==> config.mk <==
export PLATFORM = sky130hd
export DESIGN_NAME = decode_pipe_stage_flat
export DESIGN_NICKNAME = d
export VERILOG_FILES = /design/src/rtl/decode_pkg.sv /design/src/rtl/decode_pipe_stage_if.sv /design/src/rtl/decode_logic.sv /design/src/rtl/decode_pipe_stage.sv /design/src/flat_wrapper.sv
export SDC_FILE = /design/constraint.sdc
export NUM_CORES = 1
export LEC_CHECK = 0
export BUFFER_PORTS_ARGS = -buffer_cell sky130_fd_sc_hd__buf_2
export CAP_MARGIN = 10
export CORE_MARGIN = 1.5
export CORE_UTILIZATION = 50
export DETAILED_ROUTE_END_ITERATION = 8
export PLACE_DENSITY_LB_ADDON = 0.2
export SYNTH_ARGS = -nofsm -noshare
export SYNTH_HDL_FRONTEND = slang
export SYNTH_SLANG_ARGS = --single-unit
==> constraint.sdc <==
create_clock -name clk_i -period 4.9 [get_ports clk_i]
set_clock_uncertainty 0.15 [all_clocks]
set_input_delay 0.245 -clock clk_i [delete_from_list [all_inputs] [get_ports clk_i]]
set_output_delay 0.245 -clock clk_i [all_outputs]
set_load 0.05 [all_outputs]
==> src/rtl/decode_pkg.sv <==
// Shared types for the decode stage: ISA enums, drain FSM state and the ID/EX payload.
package decode_pkg;

  typedef enum logic [6:0] {
    OPC_LUI      = 7'b0110111,
    OPC_AUIPC    = 7'b0010111,
    OPC_JAL      = 7'b1101111,
    OPC_JALR     = 7'b1100111,
    OPC_BRANCH   = 7'b1100011,
    OPC_LOAD     = 7'b0000011,
    OPC_STORE    = 7'b0100011,
    OPC_OP_IMM   = 7'b0010011,
    OPC_OP       = 7'b0110011,
    OPC_MISC_MEM = 7'b0001111,
    OPC_SYSTEM   = 7'b1110011
  } opcode_e;

  typedef enum logic [4:0] {
    X0,  X1,  X2,  X3,  X4,  X5,  X6,  X7,  X8,  X9,  X10, X11, X12, X13, X14, X15,
    X16, X17, X18, X19, X20, X21, X22, X23, X24, X25, X26, X27, X28, X29, X30, X31
  } register_e;

  typedef enum logic [1:0] {ALU_A_RS1, ALU_A_PC, ALU_A_ZERO} alu_operand_a_e;
  typedef enum logic       {ALU_B_RS2, ALU_B_IMM} alu_operand_b_e;
  typedef enum logic [1:0] {WB_ALU, WB_MEM, WB_PC4} writeback_source_e;
  typedef enum logic [2:0] {IMM_NONE, IMM_I, IMM_S, IMM_B, IMM_U, IMM_J} immediate_e;

  typedef enum logic {RUN, DRAIN} drain_state_e;

  // Everything the ID/EX register captures, so one assignment moves a whole beat.
  typedef struct packed {
    logic [31:0]       pc;
    register_e         rs1;
    register_e         rs2;
    register_e         rd;
    alu_operand_a_e    alu_a;
    alu_operand_b_e    alu_b;
    logic [31:0]       imm;
    logic              jump;
    writeback_source_e wb_sel;
    logic              we;
    logic              illegal;
  } decode_payload_t;

endpackage

==> src/rtl/decode_pipe_stage_if.sv <==
// Fetch-side, execute-side and redirect signals of the decode stage.
interface decode_pipe_stage_if;
  import decode_pkg::*;

  logic              in_valid_i;
  logic              in_ready_o;
  logic [31:0]       in_pc_i;
  logic [31:0]       in_instruction_i;
  logic              flush_i;
  logic              redirect_valid_o;
  logic [31:0]       redirect_target_o;
  logic              out_valid_o;
  logic              out_ready_i;
  logic [31:0]       out_pc_o;
  register_e         rs1_address_o;
  register_e         rs2_address_o;
  register_e         rd_address_o;
  alu_operand_a_e    alu_operand_a_selector_o;
  alu_operand_b_e    alu_operand_b_selector_o;
  logic [31:0]       immediate_o;
  logic              jump_o;
  writeback_source_e writeback_source_selector_o;
  logic              write_enable_o;
  logic              illegal_o;

  modport slave (
    input  in_valid_i, in_pc_i, in_instruction_i, flush_i, out_ready_i,
    output in_ready_o, redirect_valid_o, redirect_target_o, out_valid_o, out_pc_o,
           rs1_address_o, rs2_address_o, rd_address_o, alu_operand_a_selector_o,
           alu_operand_b_selector_o, immediate_o, jump_o, writeback_source_selector_o,
           write_enable_o, illegal_o
  );

  modport master (
    output in_valid_i, in_pc_i, in_instruction_i, flush_i, out_ready_i,
    input  in_ready_o, redirect_valid_o, redirect_target_o, out_valid_o, out_pc_o,
           rs1_address_o, rs2_address_o, rd_address_o, alu_operand_a_selector_o,
           alu_operand_b_selector_o, immediate_o, jump_o, writeback_source_selector_o,
           write_enable_o, illegal_o
  );
endinterface

==> src/rtl/decode_logic.sv <==
// Combinational RV32 decode: control signals, immediate generation, illegal-opcode check.
module decode_logic
  import decode_pkg::*;
#(
  parameter bit EARLY_JUMP = 1'b1
) (
  input  logic [31:0]     pc_i,
  input  logic [31:0]     instruction_i,
  output decode_payload_t payload_o,
  output logic            is_jal_o
);
  opcode_e        opc;
  immediate_e     imm_sel;
  logic [31:0]    imm;
  logic           legal;
  logic           we;
  logic           jump;
  alu_operand_a_e alu_a;
  alu_operand_b_e alu_b;
  writeback_source_e wb_sel;

  assign opc      = opcode_e'(instruction_i[6:0]);
  assign is_jal_o = (opc == OPC_JAL);

  // Control unit: per-opcode operand, writeback and immediate selection.
  always_comb begin
    legal   = 1'b1;
    we      = 1'b0;
    jump    = 1'b0;
    alu_a   = ALU_A_RS1;
    alu_b   = ALU_B_RS2;
    wb_sel  = WB_ALU;
    imm_sel = IMM_NONE;
    case (opc)
      OPC_LUI:    begin imm_sel = IMM_U; alu_a = ALU_A_ZERO; alu_b = ALU_B_IMM; we = 1'b1; end
      OPC_AUIPC:  begin imm_sel = IMM_U; alu_a = ALU_A_PC;   alu_b = ALU_B_IMM; we = 1'b1; end
      // A JAL taken early in decode only needs its link written downstream.
      OPC_JAL:    begin imm_sel = IMM_J; alu_a = ALU_A_PC; alu_b = ALU_B_IMM; wb_sel = WB_PC4;
                        we = 1'b1; jump = !EARLY_JUMP; end
      OPC_JALR:   begin imm_sel = IMM_I; alu_b = ALU_B_IMM; wb_sel = WB_PC4; we = 1'b1; jump = 1'b1; end
      OPC_BRANCH: imm_sel = IMM_B;
      OPC_LOAD:   begin imm_sel = IMM_I; alu_b = ALU_B_IMM; wb_sel = WB_MEM; we = 1'b1; end
      OPC_STORE:  begin imm_sel = IMM_S; alu_b = ALU_B_IMM; end
      OPC_OP_IMM: begin imm_sel = IMM_I; alu_b = ALU_B_IMM; we = 1'b1; end
      OPC_OP:     we = 1'b1;
      OPC_MISC_MEM, OPC_SYSTEM: ;
      default:    legal = 1'b0;
    endcase
  end

  // Immediate generator: sign-extended per format.
  always_comb begin
    imm = 32'h0;
    case (imm_sel)
      IMM_I:   imm = {{20{instruction_i[31]}}, instruction_i[31:20]};
      IMM_S:   imm = {{20{instruction_i[31]}}, instruction_i[31:25], instruction_i[11:7]};
      IMM_B:   imm = {{19{instruction_i[31]}}, instruction_i[31], instruction_i[7],
                      instruction_i[30:25], instruction_i[11:8], 1'b0};
      IMM_U:   imm = {instruction_i[31:12], 12'h0};
      IMM_J:   imm = {{11{instruction_i[31]}}, instruction_i[31], instruction_i[19:12],
                      instruction_i[20], instruction_i[30:21], 1'b0};
      default: imm = 32'h0;
    endcase
  end

  // Payload assembly; illegal beats travel as inert NOPs carrying the flag.
  always_comb begin
    payload_o         = '0;
    payload_o.pc      = pc_i;
    payload_o.rs1     = register_e'(instruction_i[19:15]);
    payload_o.rs2     = register_e'(instruction_i[24:20]);
    payload_o.rd      = register_e'(instruction_i[11:7]);
    payload_o.alu_a   = alu_a;
    payload_o.alu_b   = alu_b;
    payload_o.wb_sel  = wb_sel;
    payload_o.imm     = legal ? imm : 32'h0;
    payload_o.jump    = legal && jump;
    payload_o.we      = legal && we && (instruction_i[11:7] != 5'd0);
    payload_o.illegal = !legal;
  end
endmodule

==> src/rtl/decode_pipe_stage.sv <==
// Decode stage: handshake, ID/EX register and the early-JAL drain FSM.
module decode_pipe_stage
  import decode_pkg::*;
#(
  parameter bit EARLY_JUMP    = 1'b1,
  parameter int DRAIN_TIMEOUT = 8
) (
  input logic          clk_i,
  input logic          rst_i,
  decode_pipe_stage_if.slave bus
);
  localparam int CW = (DRAIN_TIMEOUT > 2) ? $clog2(DRAIN_TIMEOUT) : 1;
  localparam logic [CW-1:0] CNT_LAST = CW'(DRAIN_TIMEOUT - 1);

  decode_payload_t dec, pay_q, pay_d;
  drain_state_e    state_q, state_d;
  logic [CW-1:0]   cnt_q, cnt_d;
  logic [31:0]     target_q, target_d;
  logic            out_valid_q, out_valid_d;
  logic            redir_q, redir_d;
  logic            pend_q, pend_d;
  logic            is_jal, accept, fwd, early, want;

  decode_logic #(.EARLY_JUMP(EARLY_JUMP)) u_dec (
    .pc_i          (bus.in_pc_i),
    .instruction_i (bus.in_instruction_i),
    .payload_o     (dec),
    .is_jal_o      (is_jal)
  );

  assign bus.in_ready_o = !bus.flush_i && (!out_valid_q || bus.out_ready_i);
  assign accept = bus.in_valid_i && bus.in_ready_o;
  // In DRAIN only the redirect target is allowed through; wrong-path beats are eaten.
  assign fwd    = accept && ((state_q == RUN) || (bus.in_pc_i == target_q));
  assign early  = EARLY_JUMP && fwd && is_jal && !dec.illegal;

  // Next-state: ID/EX capture, drain tracking and redirect pulse generation.
  always_comb begin
    pay_d       = pay_q;
    out_valid_d = out_valid_q;
    state_d     = state_q;
    cnt_d       = cnt_q;
    target_d    = target_q;
    redir_d     = 1'b0;
    pend_d      = 1'b0;
    want        = 1'b0;
    if (bus.flush_i) begin
      out_valid_d = 1'b0;
      state_d     = RUN;
      cnt_d       = '0;
    end else begin
      if (fwd) begin
        pay_d       = dec;
        out_valid_d = 1'b1;
      end else if (bus.out_ready_i) begin
        out_valid_d = 1'b0;
      end
      if (early) begin
        state_d  = DRAIN;
        cnt_d    = '0;
        target_d = bus.in_pc_i + dec.imm;
        want     = 1'b1;
      end else if (state_q == DRAIN) begin
        if (fwd) begin
          state_d = RUN;
          cnt_d   = '0;
        end else if (cnt_q == CNT_LAST) begin
          cnt_d = '0;
          want  = 1'b1;
        end else begin
          cnt_d = cnt_q + 1'b1;
        end
      end
      // A request colliding with a pulse already on the wire slips one cycle.
      want    = want || pend_q;
      redir_d = want && !redir_q;
      pend_d  = want && redir_q;
    end
  end

  // State and ID/EX registers.
  always_ff @(posedge clk_i or posedge rst_i) begin
    if (rst_i) begin
      pay_q       <= '0;
      out_valid_q <= 1'b0;
      state_q     <= RUN;
      cnt_q       <= '0;
      target_q    <= '0;
      redir_q     <= 1'b0;
      pend_q      <= 1'b0;
    end else begin
      pay_q       <= pay_d;
      out_valid_q <= out_valid_d;
      state_q     <= state_d;
      cnt_q       <= cnt_d;
      target_q    <= target_d;
      redir_q     <= redir_d;
      pend_q      <= pend_d;
    end
  end

  assign bus.redirect_valid_o            = redir_q;
  assign bus.redirect_target_o           = target_q;
  assign bus.out_valid_o                 = out_valid_q;
  assign bus.out_pc_o                    = pay_q.pc;
  assign bus.rs1_address_o               = pay_q.rs1;
  assign bus.rs2_address_o               = pay_q.rs2;
  assign bus.rd_address_o                = pay_q.rd;
  assign bus.alu_operand_a_selector_o    = pay_q.alu_a;
  assign bus.alu_operand_b_selector_o    = pay_q.alu_b;
  assign bus.immediate_o                 = pay_q.imm;
  assign bus.jump_o                      = pay_q.jump;
  assign bus.writeback_source_selector_o = pay_q.wb_sel;
  assign bus.write_enable_o              = pay_q.we;
  assign bus.illegal_o                   = pay_q.illegal;
endmodule
==> src/flat_wrapper.sv <==
// flat-port wrapper written by rule: the top's interface ports become plain ports
module decode_pipe_stage_flat import decode_pkg::*;
#(
  parameter bit EARLY_JUMP    = 1'b1,
  parameter int DRAIN_TIMEOUT = 8
)
  (clk_i, rst_i, bus_in_valid_i, bus_in_pc_i, bus_in_instruction_i, bus_flush_i, bus_out_ready_i, bus_in_ready_o, bus_redirect_valid_o, bus_redirect_target_o, bus_out_valid_o, bus_out_pc_o, bus_rs1_address_o, bus_rs2_address_o, bus_rd_address_o, bus_alu_operand_a_selector_o, bus_alu_operand_b_selector_o, bus_immediate_o, bus_jump_o, bus_writeback_source_selector_o, bus_write_enable_o, bus_illegal_o);
  decode_pipe_stage_if bus_i ();
  input logic clk_i;
  input logic rst_i;
  input wire logic [$bits(bus_i.in_valid_i)-1:0] bus_in_valid_i;
  input wire logic [$bits(bus_i.in_pc_i)-1:0] bus_in_pc_i;
  input wire logic [$bits(bus_i.in_instruction_i)-1:0] bus_in_instruction_i;
  input wire logic [$bits(bus_i.flush_i)-1:0] bus_flush_i;
  input wire logic [$bits(bus_i.out_ready_i)-1:0] bus_out_ready_i;
  output wire logic [$bits(bus_i.in_ready_o)-1:0] bus_in_ready_o;
  output wire logic [$bits(bus_i.redirect_valid_o)-1:0] bus_redirect_valid_o;
  output wire logic [$bits(bus_i.redirect_target_o)-1:0] bus_redirect_target_o;
  output wire logic [$bits(bus_i.out_valid_o)-1:0] bus_out_valid_o;
  output wire logic [$bits(bus_i.out_pc_o)-1:0] bus_out_pc_o;
  output wire logic [$bits(bus_i.rs1_address_o)-1:0] bus_rs1_address_o;
  output wire logic [$bits(bus_i.rs2_address_o)-1:0] bus_rs2_address_o;
  output wire logic [$bits(bus_i.rd_address_o)-1:0] bus_rd_address_o;
  output wire logic [$bits(bus_i.alu_operand_a_selector_o)-1:0] bus_alu_operand_a_selector_o;
  output wire logic [$bits(bus_i.alu_operand_b_selector_o)-1:0] bus_alu_operand_b_selector_o;
  output wire logic [$bits(bus_i.immediate_o)-1:0] bus_immediate_o;
  output wire logic [$bits(bus_i.jump_o)-1:0] bus_jump_o;
  output wire logic [$bits(bus_i.writeback_source_selector_o)-1:0] bus_writeback_source_selector_o;
  output wire logic [$bits(bus_i.write_enable_o)-1:0] bus_write_enable_o;
  output wire logic [$bits(bus_i.illegal_o)-1:0] bus_illegal_o;
  assign bus_i.in_valid_i = bus_in_valid_i;
  assign bus_i.in_pc_i = bus_in_pc_i;
  assign bus_i.in_instruction_i = bus_in_instruction_i;
  assign bus_i.flush_i = bus_flush_i;
  assign bus_i.out_ready_i = bus_out_ready_i;
  assign bus_in_ready_o = bus_i.in_ready_o;
  assign bus_redirect_valid_o = bus_i.redirect_valid_o;
  assign bus_redirect_target_o = bus_i.redirect_target_o;
  assign bus_out_valid_o = bus_i.out_valid_o;
  assign bus_out_pc_o = bus_i.out_pc_o;
  assign bus_rs1_address_o = bus_i.rs1_address_o;
  assign bus_rs2_address_o = bus_i.rs2_address_o;
  assign bus_rd_address_o = bus_i.rd_address_o;
  assign bus_alu_operand_a_selector_o = bus_i.alu_operand_a_selector_o;
  assign bus_alu_operand_b_selector_o = bus_i.alu_operand_b_selector_o;
  assign bus_immediate_o = bus_i.immediate_o;
  assign bus_jump_o = bus_i.jump_o;
  assign bus_writeback_source_selector_o = bus_i.writeback_source_selector_o;
  assign bus_write_enable_o = bus_i.write_enable_o;
  assign bus_illegal_o = bus_i.illegal_o;
  decode_pipe_stage #(.EARLY_JUMP(EARLY_JUMP), .DRAIN_TIMEOUT(DRAIN_TIMEOUT)) u_core (.clk_i(clk_i), .rst_i(rst_i), .bus(bus_i));
endmodule
# Yosys cells after proc, flatten, opt, wreduce, memory -nomap -nowiden
# Cells that the tools add are included.
[classes]
muxes = 28
addsub = 2
n_div = 0
n_reduce_logical = 29
bitwise = 2
n_shift = 0
eq_ne = 18
multipliers = 0
magnitude_cmp = 0
[ops]
columns = ["operator", "count"]
rows = [
  ["$pmux 32 s5", 1],
  ["$add 32x32->32", 1],
  ["$eq 32x32->1", 1],
  ["$mux 32", 1],
  ["$eq 7x7->1 const B", 4],
  ["$eq 7x6->1 const B", 3],
  ["$mux 1", 18],
  ["$mux 3", 5],
  ["$pmux 3 s5", 1],
  ["$eq 7x5->1 const B", 2],
  ["$reduce_or 7->1", 2],
  ["$reduce_or 11->1", 1],
  ["$logic_and 1x1->1", 10],
  ["$eq 3x3->1 const B", 3],
  ["$pmux 2 s2", 2],
  ["$eq 7x2->1 const B", 1],
  ["$eq 7x4->1 const B", 1],
  ["$eq 3x2->1 const B", 2],
  ["$reduce_bool 3->1", 2],
  ["$reduce_or 2->1", 3],
  ["$reduce_bool 5->1", 1],
  ["$logic_not 1->1", 4],
  ["$reduce_and 2->1", 2],
  ["$add 3x1->3 const B", 1],
  ["other kinds (4)", 7],
]
[totals]
mem_bits_ro = 0
latch_bits = 0
in_bits = 69
reg_bits = 126
n_memories = 0
elab_cells = 96
ram_bits = 0

# Longest topological paths before layout
# Gate-level depths: netlist (run 1).
[depth]
ltp_word = 12
ltp_mapped = 18
ltp_nobuf = 16

# Modules after synthesis
# Synthesis (run 1) repeated with hierarchy kept, for this count alone.
[hier_totals]
hier_cells = 735
area_unflattened_um2 = 7728.7
[modules_own_cells]
columns = ["mod", "n_inst", "cells_per_inst", "area_each_um2"]
rows = [
  ["decode_pipe_stage", 1, 588, 6723.9],
  ["decode_logic", 1, 147, 1004.7],
]

# Least setup slack after synthesis (run 1)
# Ideal clock, no wire load.
[synth_path]
path_kind = "input-to-reg"
from = "in bus_in_instruction_i[3]"
to = "reg u_core.target_q[30] (netlist: u_core.bus.redirect_target_o[30])"
arrival_time_ps = 3554
stages = 16
path_slack_ps = 1074
setup_time_ps = 122
cell_sequence = "clkbuf_1 -> nor4_1 -> and2_1 -> clkbuf_1 -> nor2_1 -> a22o_1 -> fa_1 -> a21o_1 -> a221oi_1 -> o311a_1 -> a21oi_2 -> a31oi_4 -> o211ai_2 -> a31oi_1 -> xor2_1 -> o21ai_1"
[synth_rtl]
columns = ["item", "line", "rtl"]
rows = [
  ["start, declared", "flat_wrapper.sv:13", "input wire logic [$bits(bus_i.in_instruction_i)-1:0] bus_in_instruction_i;"],
  ["end signal, assigned", "decode_pipe_stage.sv:96", "target_q <= target_d;"],
  ["end, declared", "decode_pipe_stage.sv:18", "logic [31:0] target_q, target_d;"],
]

==> results.yml, run 1 <==
status:
  status: "completed"
critical_path:
  required_ns: 5.04
  cpPeakStageDelay_ns: 0.54
  slowest_stage: "dlygate4sd3_1"
  end_kind: "flop"
  crit_chain: "dlygate4sd3_1 > buf_2 > or3_1 > o21a_1 > o21ai_0 > nand3_1 > nor2_1 > a22o_1 > ha_1 > a21o_1 > a21oi_1 > o211ai_1 > a221oi_2 > nor3_1 > a2111o_1 > a21oi_1 > xor2_1 > o21ai_1"
  cp.arrival_ns: 4.59
  start_kind: "primary input"
  crit_buf_inv: 2
  crit_family: "compound AO/OA/AOI/OAI gates"
  critical_path_class: "in2reg"
  cpMostUsedCell: "a21oi_1"
  crit_path_max_fanout: 9
yosys:
  synth_ff_type: "dfrtp_1"
  ys_top_cells_by_count: "dfrtp_1 (126), mux2_2 (80), nand2_1 (68)"
  yosysMostFrequentCell: "dfrtp_1"
  synth.avg_cell_area_um2: 10.74
  synth_area_leaders: "dfrtp_1 (45%), mux2_2 (13%), ha_1 (5.9%), xor2_1 (5.9%), nand2_1 (3.6%)"
  syn_inst: 652
  synth.top_cell.area_share_pct: 45.03
  async_reset_ff_share_pct: 100.0
  yosysSeqAreaShare_pct: 45.03
  synth_warnings: 0
  synth_nets: 755
  synth-edff-count: 0
  yosys.cell_types.count: 63
  yosysTopAreaCell: "dfrtp_1"
  synth_seq_cells: 126
  syn_area_um2: 7002
timing:
  whs_ns: 0.0004514
  finalHoldViolations: 0
  setup_ws_ns: 0.4506
  final_max_slew_viol_count: 0
  worst_pin_slew_ns: 1.004
  fin_tns_setup_ns: 0
  fin_crit_sh_pct: 90.80
  slew_headroom_pct: 33.06
  rsz0062_at_grt: "no"
  period_minus_slack_ns: 4.449
  fmaxAchievable_ghz: 0.2248
  setup_viol: 0
floorplan:
  rows: 43
  die_w_um: 121.3
  ios: 191
  die_h_um: 121.3
  dieArea_um2: 14720
  coreArea_um2: 13770
  initial_utilization_pct: 50.84
clocking:
  cts_made_buffers: 17
  clkTransAtPathRegs_ns: 0.05
  cts_tree: "done"
  ctsResizeCount: 0
  post_cts_buffers: 0
  insertion_delay_ns: 0.43
  clockBufferDepth: 2
  clock-sinks: 126
  postCtsHoldBufs: 48
  cts-root-buf: "clkbuf_16"
  htreeDepth: 4
drt:
  wl_per_cell_um: 18.71
  vias_per_cell: 5.616
  final_antenna_net_count: 0
  wl_mm: 20.21
  route.detailed.drc: 0
  vias: 6065
  drt_iter0_drc: 422
  first_pass_iters: 5
finish:
  syn_to_final_growth_pct: 30.34
  nets: 990
  drive_above_1_share_pct: 35.44
  regArea_um2: 3153
  multi_input_area_um2: 3691
  n_fill_cell: 1123
  stdcell_count: 1080
  antenna_cells: 0
  final_area_um2: 9126
grt:
  gr-total-overflow: 0
  antenna_found_initial: 0
  grt_pass1_vias: 5910
  grt_max_degree: 83
  grt_pass1_wl_mm: 30.88
  grt_usage_pct: 27.86
power_and_ir_drop:
  peakVddDrop_uv: 229.6
  p_per_area_nw_per_um2: 347.0
  leakage_uw: 0.004857
place:
  portBuffers: 190
  gp_congestion: 0.9248
  placed_cell_area_um2: 8090
  place_ws_ns: 0.6133
  dp_cells: 1000
  place_hpwl_mm: 15.27
hold_path:
  hold_path.class: "in2reg"
flow_run:
  maxCapViolCount: 0
-- path summary, 6_finish.rpt --
check	from	to	cells after the start	slack [ns]
max	bus_in_instruction_i[5]	u_core.bus.redirect_target_o[21]	18	0.45
min	bus_in_pc_i[30]	u_core.bus.out_pc_o[30]	2	0.0005
max reg2reg	u_core.bus.redirect_target_o[12]	u_core.bus.write_enable_o	8	1.45
min reg2reg	u_core.bus.redirect_valid_o	u_core.bus.redirect_valid_o	1	0.30
max in group asynchronous	rst_i	u_core.bus.out_pc_o[1]	4	2.96
min in group asynchronous	rst_i	u_core.bus.immediate_o[8]	3	0.48
-- cells by family (layout without fill, tap and decap cells) --
kind of cell / Yosys count / in the layout / share of synthesized area (%)
xor+xnor: 61 / 61 / 7.630
flops: 126 / 126 / 45.03
buf+inv: 36 / 284 / 2.430
fa+ha+maj: 34 / 34 / 6.183
compound gates: 158 / 158 / 15.28
simple gates: 157 / 157 / 10.58
mux: 80 / 80 / 12.87
-- layer usage --
metal,share of wire (%),routed length [um],global-route usage (%),vias to the layer above
met4,3.3,663,12.21,0
met1,43,8757,36.20,2959
met5,0,0,0,-
met3,5.8,1178,5.451,49
met2,48,9613,45.20,232
li1,-,-,-,2825
-- stage by stage --
step	util, %	power [uW]
floorplan	-	1755
global placement	58.74	1952
detailed placement	58.74	1968
CTS	66.26	3182
global route	66.26	3280
finish	66.26	3167
-- registers in the layout (all words and copies together), names as in the netlist --
register / count
u_core.bus.alu_operand_b_selector_o: 1
u_core.bus.writeback_source_selector_o: 2
u_core.bus.jump_o: 1
u_core.bus.write_enable_o: 1
u_core.state_q: 1
u_core.bus.redirect_target_o: 32
u_core.bus.out_valid_o: 1
u_core.bus.rs1_address_o: 5
u_core.bus.out_pc_o: 32
u_core.cnt_q: 3
u_core.pend_q: 1
u_core.bus.alu_operand_a_selector_o: 2
u_core.bus.immediate_o: 32
u_core.bus.redirect_valid_o: 1
u_core.bus.rs2_address_o: 5
u_core.bus.illegal_o: 1
u_core.bus.rd_address_o: 5
-- where the power goes --
part           switching (uW)  total, uW  internal [uW]  leakage (uW)
registers                51.0       1180           1130       0.00164
clock network             441       1190            744      0.000281
logic                     560        798            238       0.00293
total                    1050       3170           2120       0.00486
-- final cells by class --
class                           count  share of cell area (%)
Multi-Input combinational cell    490                   40.44
Sequential cell                   126                   34.55
Timing Repair Buffer              242                   16.01
Clock buffer                       25                   5.429
Tap cell                          180                   2.468
Clock inverter                      7                  0.6581
Inverter                           10                  0.4387
-- cells in the final DEF (no fill, tap or decap), drive strengths merged, types with 2 or more instances in the layout --
cell | synthesis | layout
dlygate4sd3 | 0 | 48
and2 | 10 | 10
or3 | 4 | 4
nand2b | 2 | 2
and3 | 5 | 5
a211oi | 3 | 3
ha | 33 | 33
a22o | 4 | 4
xor2 | 47 | 47
o21bai | 6 | 6
a31oi | 4 | 4
buf | 8 | 194
nor2 | 25 | 25
clkinv | 0 | 6
o211ai | 3 | 3
xnor2 | 14 | 14
o31ai | 2 | 2
a22oi | 3 | 3
nor3b | 2 | 2
a21o | 34 | 34
nand3 | 8 | 8
a31o | 2 | 2
a21oi | 27 | 27
clkbuf | 17 | 25
dfrtp | 126 | 126
inv | 10 | 10
nor3 | 13 | 13
nand4 | 4 | 4
o21a | 6 | 6
o21ai | 48 | 48
o311a | 2 | 2
a221oi | 4 | 4
nand2 | 68 | 68
mux2 | 80 | 80
nor4 | 10 | 10
-- worst register-to-register path: cells and delay by family, from the launching register on --
kind	cells	cell delay [ns]
AO/OA/AOI/OAI	3	1.09
XOR/XNOR	1	0.20
buffers and inverters	1	0.54
flip-flops	1	0.40
AND/OR/NAND/NOR	3	1.02
No activity file was read; power rests on OpenSTA's default activity.
==> run 2: changes to the inputs <==
--- a/config.mk
+++ b/config.mk
@@ -10,6 +10,7 @@
 export CORE_MARGIN = 1.5
 export CORE_UTILIZATION = 50
 export DETAILED_ROUTE_END_ITERATION = 8
+export GPL_TIMING_DRIVEN = 0
 export PLACE_DENSITY_LB_ADDON = 0.2
 export SYNTH_ARGS = -nofsm -noshare
 export SYNTH_HDL_FRONTEND = slang
==> results.yml, run 2 (synthesis results as in run 1) <==
clocking:
  postCtsHoldBufs: 45
  htreeDepth: 4
  post_cts_buffers: 0
  ctsResizeCount: 0
  clockBufferDepth: 2
  clkTransAtPathRegs_ns: 0.05
  clock-sinks: 126
  cts-root-buf: "clkbuf_16"
  cts_made_buffers: 17
  insertion_delay_ns: 0.42
  cts_tree: "done"
grt:
  grt_max_degree: 69
  gr-total-overflow: 0
  grt_usage_pct: 28.78
  grt_pass1_vias: 6008
  grt_pass1_wl_mm: 31.86
  antenna_found_initial: 0
drt:
  final_antenna_net_count: 0
  drt_iter0_drc: 491
  route.detailed.drc: 0
  first_pass_iters: 5
  wl_per_cell_um: 18.94
  wl_mm: 20.75
  vias_per_cell: 5.568
  vias: 6102
place:
  portBuffers: 186
  placed_cell_area_um2: 8190
  gp_congestion: 0.9518
  place_hpwl_mm: 15.61
  dp_cells: 1019
floorplan:
  die_h_um: 121.3
  ios: 191
  dieArea_um2: 14720
  rows: 43
  die_w_um: 121.3
  coreArea_um2: 13770
  initial_utilization_pct: 50.84
critical_path:
  endpoint: "u_core.bus.redirect_target_o[31]"
  required_ns: 5.04
  r2r_slack_ns: 1.53
  cp.arrival_ns: 4.49
  ff2ff_path_depth: 8
  r2r_start: "u_core.bus.redirect_target_o[12]"
  worst_r2r_endpoint: "u_core.bus.out_pc_o[31]"
  end_kind: "flop"
  critical_path_class: "in2reg"
  start_kind: "primary input"
  crit_start: "bus_in_instruction_i[6]"
  crit_path_max_fanout: 10
finish:
  final_area_um2: 9245
  drive_above_1_share_pct: 34.50
  final_common_cell: "buf_2"
  n_fill_cell: 1118
  final_cell_mix: "buf_2 (187), dfrtp_1 (126), mux2_2 (80)"
  stdcell_count: 1096
  syn_to_final_growth_pct: 32.04
  nets: 1006
  antenna_cells: 0
timing:
  fmaxAchievable_ghz: 0.2295
  setup_viol: 0
  final_max_slew_viol_count: 0
  finalHoldViolations: 0
  rsz0062_at_grt: "no"
  fin_tns_setup_ns: 0
  whs_ns: 0.01801
  fin_crit_sh_pct: 88.91
  worst_pin_slew_ns: 1.078
  slew_headroom_pct: 27.96
  period_minus_slack_ns: 4.357
power_and_ir_drop:
  peakVddDrop_uv: 205.9
  leakage_uw: 0.004896
  p_per_area_nw_per_um2: 355.5
  power_uw: 3287
status:
  status: "completed"
flow_run:
  maxCapViolCount: 0
hold_path:
  hold_path.class: "in2reg"
-- run 2: changes by cell type in the layout (fill, tap and decap cells not counted), moves of 2 or more --
cell | before | now
buf_1 | 0 | 3
buf_2 | 190 | 187
buf_4 | 4 | 1
buf_6 | 0 | 3
bufinv_16 | 1 | 3
clkbuf_1 | 4 | 22
clkinv_2 | 6 | 3
dlygate4sd3_1 | 48 | 45
-- run 2: per-stage QoR --
step | setup WS, ns | utilization (%)
final | 0.5434 | 67.12
after global routing | 0.2352 | 67.12
after CTS | 0.6065 | 67.12
after detailed placement | 0.1811 | 59.47
after global placement | -0.1951 | 59.23
after floorplan | 1.074 | -
-- run 2: layer usage --
metal,wire (um),track usage [%]
met4,614,13.31
met1,8981,37.66
met3,1423,6.062
met2,9734,45.76
met5,0,0
-- run 2: layout make-up --
cell class	instances	area (um^2)	share of cell area, %
Clock buffer	26	499.2	5.400
Tap cell	180	225.2	2.436
Timing Repair Buffer	232	1409	15.24
Clock inverter	6	105.1	1.137
Multi-Input combinational cell	490	3679	39.79
Inverter	10	42.54	0.4601
Sequential cell	126	3153	34.10
Buffer	26	132.6	1.435
-- run 2: how the worst min path moves through the flow --
stage / cells past startpoint / from / slack, ns / end
floorplan: 1 / bus_in_instruction_i[9] / 0.25 / u_core.bus.rd_address_o[2]
global placement: 1 / u_core.bus.redirect_valid_o / 0.29 / u_core.bus.redirect_valid_o
detailed placement: 2 / rst_i / 0.21 / u_core.bus.out_pc_o[11]
CTS: 2 / bus_in_pc_i[30] / 0.003 / u_core.bus.out_pc_o[30]
global route: 2 / bus_in_pc_i[30] / 0.01 / u_core.bus.out_pc_o[30]
finish: 2 / bus_in_pc_i[1] / 0.02 / u_core.bus.out_pc_o[1]
-- run 2: critical path, stage by stage --
cell and delay (ns):
clkbuf_1 0.30, nand4b_1 0.28, nand2_1 0.13, nand2_1 0.10, a21boi_1 0.86, a31o_2 0.24, buf_2 0.22, a21o_1 0.21
ha_1 0.35, a21oi_1 0.17, o21ai_0 0.11, a221o_1 0.31, a21oi_2 0.27, o311ai_0 0.19, a31oi_1 0.26, xnor2_1 0.15
o21ai_1 0.08
-- run 2: power breakdown --
group	switching [uW]	leakage [uW]	internal [uW]	total [uW]
clock network	449	0.000298	852	1300
logic	563	0.00295	240	803
registers	49.8	0.00164	1130	1180
==> run 3: changes to the inputs <==
--- a/config.mk
+++ b/config.mk
@@ -12,6 +12,8 @@
 export DETAILED_ROUTE_END_ITERATION = 8
 export GPL_TIMING_DRIVEN = 0
 export PLACE_DENSITY_LB_ADDON = 0.2
+export REMOVE_ABC_BUFFERS = 1
 export SYNTH_ARGS = -nofsm -noshare
 export SYNTH_HDL_FRONTEND = slang
 export SYNTH_SLANG_ARGS = --single-unit
+export TNS_END_PERCENT = 10
==> results.yml, run 3 (synthesis results as in run 1) <==
critical_path:
  end_kind: "flop"
  required_ns: 5.05
  crit_path_max_fanout: 9
  crit_chain: "dlygate4sd3_1 > buf_2 > nor4_2 > and2_1 > nor2_1 > a22o_1 > ha_1 > a21o_1 > a21oi_1 > o211ai_1 > a211o_1 > a21oi_2 > o311ai_0 > a31oi_1 > xnor2_1 > o21ai_1"
  cpPeakStageDelay_ns: 0.53
  crit_family: "compound AO/OA/AOI/OAI gates"
  critical_path_class: "in2reg"
  start_kind: "primary input"
  cp.arrival_ns: 4.73
  slowest_stage: "dlygate4sd3_1"
  crit_buf_inv: 2
floorplan:
  die_w_um: 121.3
  die_h_um: 121.3
  initial_utilization_pct: 50.84
  ios: 191
  rows: 43
  coreArea_um2: 13770
  dieArea_um2: 14720
drt:
  wl_per_cell_um: 17.81
  route.detailed.drc: 0
  wl_mm: 19.20
  first_pass_iters: 5
  final_antenna_net_count: 0
  drt_iter0_drc: 263
  vias_per_cell: 5.509
  vias: 5939
timing:
  fin_tns_setup_ns: 0
  fmaxAchievable_ghz: 0.2183
  rsz0062_at_grt: "no"
  final_max_slew_viol_count: 0
  slew_headroom_pct: 57.85
  fin_crit_sh_pct: 93.48
  setup_viol: 0
  worst_pin_slew_ns: 0.6323
  finalHoldViolations: 0
  period_minus_slack_ns: 4.581
hold_path:
  hold_path.class: "in2reg"
power_and_ir_drop:
  p_sw_uw: 1047
  sw_frac_of_total_pct: 31.78
  intPower_uw: 2247
  pwr-share-seq_pct: 35.9
  pwr-share-comb_pct: 24.3
  pwr-share-clk_pct: 39.8
  power_uw: 3294
  peakVddDrop_uv: 247.9
  p_per_area_nw_per_um2: 356.4
  leakage_uw: 0.004895
grt:
  antenna_found_initial: 0
  gr-total-overflow: 0
  grt_usage_pct: 26.76
  grt_max_degree: 71
  grt_pass1_wl_mm: 30.10
  grt_pass1_vias: 5925
place:
  portBuffers: 190
  gp_congestion: 0.9489
  dp_cells: 999
  place_hpwl_mm: 14.21
finish:
  multi_input_area_um2: 3707
  n_fill_cell: 1126
  final_common_cell: "buf_2"
  stdcell_count: 1078
  final_cell_mix: "buf_2 (190), dfrtp_1 (126), mux2_2 (80)"
  regArea_um2: 3153
  drive_above_1_share_pct: 35.63
  final_util_pct: 67.10
  antenna_cells: 0
  syn_to_final_growth_pct: 31.99
  nets: 989
clocking:
  cts-root-buf: "clkbuf_16"
  htreeDepth: 4
  clockBufferDepth: 2
  clock-sinks: 126
  cts_made_buffers: 17
  clkTransAtPathRegs_ns: 0.05
  cts_tree: "done"
  insertion_delay_ns: 0.43
  post_cts_buffers: 0
status:
  status: "completed"
flow_run:
  maxCapViolCount: 0
## run 3: final timing paths
| check | from | endpoint | slack (ns) | cells after the start |
|---|---|---|---|---|
| max in group asynchronous | rst_i | u_core.bus.redirect_target_o[10] | 3.60 | 4 |
| min in group asynchronous | rst_i | u_core.bus.illegal_o | 0.27 | 3 |
| max reg2reg | u_core.bus.redirect_target_o[27] | u_core.bus.redirect_target_o[17] | 0.95 | 10 |
| min | bus_in_pc_i[1] | u_core.bus.out_pc_o[1] | 0.02 | 2 |
| min reg2reg | u_core.bus.redirect_valid_o | u_core.bus.redirect_valid_o | 0.30 | 1 |
| max | bus_in_instruction_i[3] | u_core.bus.redirect_target_o[31] | 0.32 | 16 |
## run 3: layer usage
metal  global-route usage, %  vias to the layer above  wire (um)
met4                   10.37                        0        507
met1                   32.80                     2855       8185
met5                       0                        -          0
met3                   6.344                       40       1116
li1                        -                     2825          -
met2                   45.52                      219       9390
## run 3: timing repair
action	in CTS	in global routing
hold buffers	48	0
gates resized for setup	0	3
endpoints found under the setup margin	0	5
endpoints found under the hold margin	108	0
## run 3: area by class of cell
cell class	count	area share, %
multi-input cells	490	40.12
clock inverters	7	1.462
clock buffers	24	5.104
repair buffers	241	16.30
well taps	180	2.437
flip-flops and latches	126	34.12
inverters	10	0.4603
## run 3: power groups by stage
| stage | logic [uW] | registers [uW] | clock network, uW |
|---|---|---|---|
| after detailed placement | 768 | 1200 | 0 |
| after global placement | 760 | 1190 | 0 |
| after floorplan | 232 | 1520 | 0 |
| after CTS | 800 | 1180 | 1330 |
| final | 800 | 1180 | 1310 |
| after global routing | 845 | 1190 | 1380 |
## run 3: worst reg2reg max path: stages, from the launching register on
cell	delay, ns
dfrtp_1	0.40
xor2_1	0.20
nor4_1	0.48
nand4_1	0.20
o21ai_1	0.37
nand3_4	0.52
buf_16	0.41
or2_2	0.57
buf_12	0.25
nor3b_1	0.23
a21o_1	0.11
## run 3: metrics by stage
stage               hold WS [ns]  worst slack, ns  cell area [um^2]
floorplan                 0.1614          -0.9248              6869
global placement          0.2920           -2.357              8045
detailed placement        0.1921           0.2392              8138
CTS                     0.001357           0.1136              9225
global route             0.01432           0.1289              9241
finish                   0.01849           0.3195              9241
